[src/rtl/mux_scan_capture.sv]
// mux_scan_capture: sequencer that turns an external 8:1 mux into a
// parallel-capture path. On start it steps the select through 0..7, holds each
// channel for SETTLE_CYCLES clocks, samples y into the matching bit and presents
// the assembled byte downstream with a valid/ready handshake.
//
// Ports:
//   clk       rising-edge clock
//   rst       asynchronous active-high reset
//   start     scan request, sampled only when idle
//   y         mux output
//   s         mux select
//   busy      high while scanning
//   data_out  captured word, bit k = y observed with s==k
//   valid     data_out holds a new, unconsumed word
//   ready     downstream accepts data_out when valid && ready
//
// Build option: define MUX_SCAN_AUTO_EN to restart scanning immediately after
// each handshake instead of returning to idle.
module mux_scan_capture #(
   parameter int unsigned SETTLE_CYCLES = 2,
   parameter int unsigned CNT_W         = 4
) (
   input  logic       clk,
   input  logic       rst,
   input  logic       start,
   input  logic       y,
   output logic [2:0] s,
   output logic       busy,
   output logic [7:0] data_out,
   output logic       valid,
   input  logic       ready
);

   typedef enum logic [1:0] {
      ST_IDLE = 2'd0,
      ST_SCAN = 2'd1,
      ST_DONE = 2'd2
   } state_t;

   localparam logic [CNT_W-1:0] CNT_LAST = CNT_W'(SETTLE_CYCLES - 1);
   localparam logic [2:0]       S_LAST   = 3'd7;

   state_t           state_q, state_d;
   logic [2:0]       s_q, s_d;
   logic [CNT_W-1:0] cnt_q, cnt_d;
   logic             busy_q, busy_d;
   logic             valid_q, valid_d;
   logic [7:0]       data_q, data_d;
   logic [7:0]       shadow_q, shadow_d;

   // State and datapath registers
   always_ff @(posedge clk or posedge rst) begin
      if (rst) begin
         state_q  <= ST_IDLE;
         s_q      <= 3'd0;
         cnt_q    <= '0;
         busy_q   <= 1'b0;
         valid_q  <= 1'b0;
         data_q   <= 8'h00;
         shadow_q <= 8'h00;
      end else begin
         state_q  <= state_d;
         s_q      <= s_d;
         cnt_q    <= cnt_d;
         busy_q   <= busy_d;
         valid_q  <= valid_d;
         data_q   <= data_d;
         shadow_q <= shadow_d;
      end
   end

   // Next-state and next-output logic
   always_comb begin
      state_d  = state_q;
      s_d      = s_q;
      cnt_d    = cnt_q;
      busy_d   = busy_q;
      valid_d  = valid_q;
      data_d   = data_q;
      shadow_d = shadow_q;

      case (state_q)
         ST_IDLE: begin
            if (start) begin
               state_d = ST_SCAN;
               s_d     = 3'd0;
               cnt_d   = '0;
               busy_d  = 1'b1;
            end
         end

         ST_SCAN: begin
            cnt_d = cnt_q + CNT_W'(1);
            if (cnt_q == CNT_LAST) begin
               cnt_d       = '0;
               shadow_d[s_q] = y;
               if (s_q != S_LAST) begin
                  s_d = s_q + 3'd1;
               end else begin
                  // Last channel goes straight into the output word, bypassing the shadow.
                  state_d = ST_DONE;
                  data_d  = {y, shadow_q[6:0]};
                  valid_d = 1'b1;
                  busy_d  = 1'b0;
                  s_d     = 3'd0;
               end
            end
         end

         ST_DONE: begin
            if (ready) begin
               valid_d = 1'b0;
`ifdef MUX_SCAN_AUTO_EN
               state_d = ST_SCAN;
               s_d     = 3'd0;
               cnt_d   = '0;
               busy_d  = 1'b1;
`else
               state_d = ST_IDLE;
`endif
            end
         end

         default: begin
            state_d = ST_IDLE;
         end
      endcase
   end

   assign s        = s_q;
   assign busy     = busy_q;
   assign valid    = valid_q;
   assign data_out = data_q;

endmodule

[config.mk]
export PLATFORM = sky130hd
export DESIGN_NAME = mux_scan_capture
export DESIGN_NICKNAME = d
export VERILOG_FILES = /design/src/rtl/mux_scan_capture.sv
export SDC_FILE = /design/constraint.sdc
export NUM_CORES = 1
export LEC_CHECK = 0
export ABC_AREA = 1
export CORE_MARGIN = 2
export CORE_UTILIZATION = 57
export DETAILED_ROUTE_END_ITERATION = 6
export GPL_ROUTABILITY_DRIVEN = 0
export PLACE_DENSITY = 0.83
export SETUP_SLACK_MARGIN = 0.02
export SYNTH_ARGS = -nofsm -noshare
export SYNTH_HDL_FRONTEND = slang
export SYNTH_SLANG_ARGS = --single-unit
[constraint.sdc]
create_clock -name clk -period 2.5 [get_ports clk]
set_input_delay 0.625 -clock clk [delete_from_list [all_inputs] [get_ports clk]]
set_output_delay 0.625 -clock clk [all_outputs]
set_load 0.05 [all_outputs]
* Word-level counts from Yosys, hierarchy flattened
Index checks and enable logic that the tools add are counted.
** Word-level totals
- Flip-flop bits (word level) :: 27
- Bits in latches :: 0
- Memory bits (writable) :: 0
- Memory bits (read-only) :: 0
- Bits of input ports :: 5
- Output and inout bits :: 13
- Memories :: 0
** Operators by class
- Add/subtract/negate cells :: 2
- Multipliers :: 0
- Divide/modulo/power cells :: 0
- Order comparisons :: 2
- Equal/unequal tests :: 8
- Shift-type cells :: 0
- Multiplexer cells :: 23
- Bitwise logic cells :: 1
- Reduce and logical (&&, ||, !) cells :: 11
** Operators by type and width (count)
- $reduce_and A4 Y1 :: 3
- $mux W3 :: 3
- $bwmux W8 :: 1
- $mux W2 :: 4
- $mux W4 :: 2
- $ne A2 B2 Y1 const B :: 4
- $pmux W4 S2 :: 1
- $mux W1 :: 7
- $pmux W2 S3 :: 1
- $pmux W3 S2 :: 1
- $reduce_and A3 Y1 :: 2
- $add A4 B1 Y4 const B :: 1
- $eq A4 B1 Y1 const B :: 1
- $lt A3 B4 Y1 const B :: 1
- $pmux W1 S2 :: 2
- $reduce_and A2 Y1 :: 2
- $reduce_bool A2 Y1 :: 2
- $add A3 B1 Y3 const B :: 1
- $demux W1 S3 :: 1
- $ge A3 B1 Y1 const B :: 1
- $ne A3 B3 Y1 const B :: 1
- $eq A2 B1 Y1 const B :: 1
- $eq A2 B2 Y1 const B :: 1
- $logic_not A2 Y1 :: 1
- other kinds (2) :: 2

* Depth between registers and ports, before layout
- Word-level depth :: 5
- Depth in mapped cells :: 8

* Worst setup path before layout
Ideal clock, no wire load.
- Path kind :: register -> register
- From :: register s_q[0], in the netlist s[0]
- To :: register data_q[0], in the netlist data_out[0]
- Setup time :: 0.119 ns
- Data arrival time :: 1.738 ns
- Slack :: 0.644 ns
- Cell stages (with the launch flop) :: 7
- Clock period less this slack :: 1.856 ns
- Cells stage by stage :: dfrtp_1 ha_1 ha_1 clkbuf_1 nand4_4 nand2_1 nand2_1
** Between the ends
- Longest elaborated chain between the ends :: 3
** RTL lines
- start, declared :: line 44 : logic [2:0] s_q, s_d;
- start signal, assigned :: line 55 : s_q <= 3'd0;
- start signal, assigned :: line 63 : s_q <= s_d;
- $ne A3 B3 Y1 :: line 97 : if (s_q != S_LAST) begin
- $not A1 Y1 (no source line)
- $reduce_and A3 Y1 (no source line)
- end signal, assigned :: line 67 : data_q <= data_d;
- end, declared :: line 48 : logic [7:0] data_q, data_d;
Every way passes these cells.
A chain may end at the register's enable or synchronous reset.

* Worst setup path in the final report
- From :: register s_q[0], in the netlist s[0]
- To :: output port s[0]
** RTL lines
- end, declared :: line 27 : output logic [2:0] s,
No word-level cell between the ends.

==> metrics.md <==
| Metric | Value |
|---|---|
| Post-cts sizing count | `0` |
| Clock sink total | `26` |
| Outcome | `finished clean` |
| Pre-CTS WS | `0.587 ns` |
| Hold_buf cts | `0` |
| Root buf cell | `clkbuf_4` |
| Lkg Pwr | `between 0.7 and 0.8 nW` |
| Average wire per standard cell | `12.0 µm` |
| Vias | `between 1000 and 1500` |
| Final setup viols | `0` |
| Buf/Inv on CP | `1` |
| N_diodes | `0` |
| Worst path slowest cell | `clkdlybuf4s50_1` |
| CP Data Required Time | `1.88 ns` |
| Final HPWL from detailed placement | `1.69 mm` |
| Nets | `176` |
| Post-CTS Setup Bufs | `0` |
| Slew headroom | `around 67%` |
| Post-route ant nets | `0` |
| First-pass GRT wire length | `4.08 mm` |
| Die area | `2650 µm²` |
| Crit-path max FO | `8` |
| CP top delay family | `buffers and inverters` |
| Final Worst Setup Slack | `0.202 ns` |
| Fmax | `435 MHz` |
| Syn_nets | `around 160` |
| Crit-path max cell delay | `0.85 ns` |
| Hold Path Class | `reg2reg` |
| Most frequent cells in the layout | `54 x nand2_1, 26 x dfrtp_1, 20 x nand3_1` |
| Max IR drop VDD | `0.763 mV` |
| RSZ-0062 raised after global routing | `no` |
| Final Skew | `about 0.009 ns` |
| Initial Util | `59.2%` |
| Final core occ | `70.1%` |
| Mapped cell area | `1280 µm²` |
| Yosys warning count | `0` |
| Library cells used by synthesis | `24` |
| Die Wd | `51.5 µm` |
| #FFs+latches synth | `26` |
| Max Cap Viol | `0` |
| Crit Path Category | `reg2out` |
| Mapped Avg Cell Area | `between 8 and 9 µm²` |
| CTS tree | `done` |
| Period minus WS final | `between 2 and 2.5 ns` |
| Pwr/cell area | `1240 nW/µm²` |
| Commonest non-fill, non-tap cell in the layout | `nand2_1` |
| Vias in the first global route | `956` |
| Worst EP arrival | `1.67 ns` |
| Yosys top cell area share | `50.6%` |
| Worst setup EP type | `output pin` |
| Register area share after synthesis | `50.6%` |
| Rows | `17` |
| CTS buffer count | `3` |
| DRT Pass-1 Iters | `4` |
| Global route overflow | `0` |
| Io pins | `18` |
| Initial antenna violation count | `0` |
| Die height | `51.5 µm` |
| Largest net degree at the start of global routing | `27` |
| Final hold vios | `0` |
| Pwr Total | `1.88 mW` |
| Leading area contributor after synthesis | `dfrtp_1` |
| H-tree depth | `1` |
| Buffers on Ports | `17` |
| Fin crit share | `91.9%` |
| Worst hold slack | `0.492 ns` |
| Layout cells sized above 1 | `approximately 9.6%` |
| DRC | `0` |
| Startpoint types | `flip-flop` |
| Core area | `2170 µm²` |
| P&R area growth vs syn | `18.3%` |
| Mapped Cells | `approximately 150` |
| Clock Pin Slew Worst Setup and Hold Paths | `0.14 ns` |
| Final WL | `~2.3 mm` |
| 1st-iter DRT viols | `13` |
| Tot GR Track Use | `20.3%` |
| Crit path cell chain | `clkdlybuf4s50_1` |
| Max-slew violation count | `0` |
| Synth area leaders | `dfrtp_1 51%, nand2_1 16%, nand3_1 7.8%, ha_1 3.9%, inv_1 2.9%` |
| Setup TNS | `0 ns` |
| Max clock buf depth | `2` |
| Clk_lat worst skew | `0.32 ns` |
| Worst slew pin tran | `0.496 ns` |
| Via-to-Cell Ratio | `roughly 5.2` |
-- where the power goes --
group,total [mW],switching [mW],internal [mW]
Sequential,0.728,0.142,0.586
Combinational,0.870,0.581,0.289
Clock,0.286,0.124,0.162
-- Yosys cell counts, drive strengths merged --
cell type / instances
nand2: 59
dfrtp: 26
nand3: 20
inv: 11
nor2: 11
ha: 4
nand4: 4
a21oi: 2
buf: 2
clkbuf: 2
o21ai: 2
and3: 1
nor3: 1
o211ai: 1
o22ai: 1
o31ai: 1
-- stage by stage --
step           instances  instance area (µm²)
5_1_grt              194                 1520
3_5_place_dp         190                 1470
4_1_cts              194                 1520
6_report             194                 1520
2_1_floorplan        148                 1280
3_3_place_gp         190                 1470
-- area by class of cell --
type	instances	area, µm²
Sequential cell	26	651
Fill cell	175	649
Multi-Input combinational cell	107	563
Timing Repair Buffer	18	178
Inverter	11	41.3
Tap cell	28	35.0
Clock inverter	1	30.0
Clock buffer	3	22.5
-- registers in the layout (all words and copies together) (netlist names) --
signal and count:
valid 1, busy 1, shadow_q 7, cnt_q 4, data_out 8, s 3
state_q 2
-- per-layer routing --
metal | routed length (µm) | vias up | track usage [%]
met3 | 39 | 4 | 2.63
met2 | 1130 | 13 | 33.1
met4 | 25 | 0 | 6.58
met5 | 0 | - | 0
li1 | - | 509 | -
met1 | 1140 | 487 | 28.2
-- cells by family after synthesis --
kind of cell             synth area share, %
buffers and inverters                   5.55
adder cells (fa/ha/maj)                 3.89
flip-flops                              50.6
AND/OR/NAND/NOR                         36.4
AO/OA/AOI/OAI                           3.51
-- final timing paths --
kind | start | to | slack (ns) | cells after the start
worst min register to register | busy | busy | 0.49 | 2
worst max register to register | s[0] | data_out[1] | 0.84 | 5
worst max-delay path | s[0] | s[0] | 0.20 | 1
worst min-delay path | busy | busy | 0.49 | 2
max in group asynchronous | rst | data_out[6] | 1.62 | 3
min in group asynchronous | rst | state_q[0] | 0.63 | 3
Power figures use the tool's default switching activity.
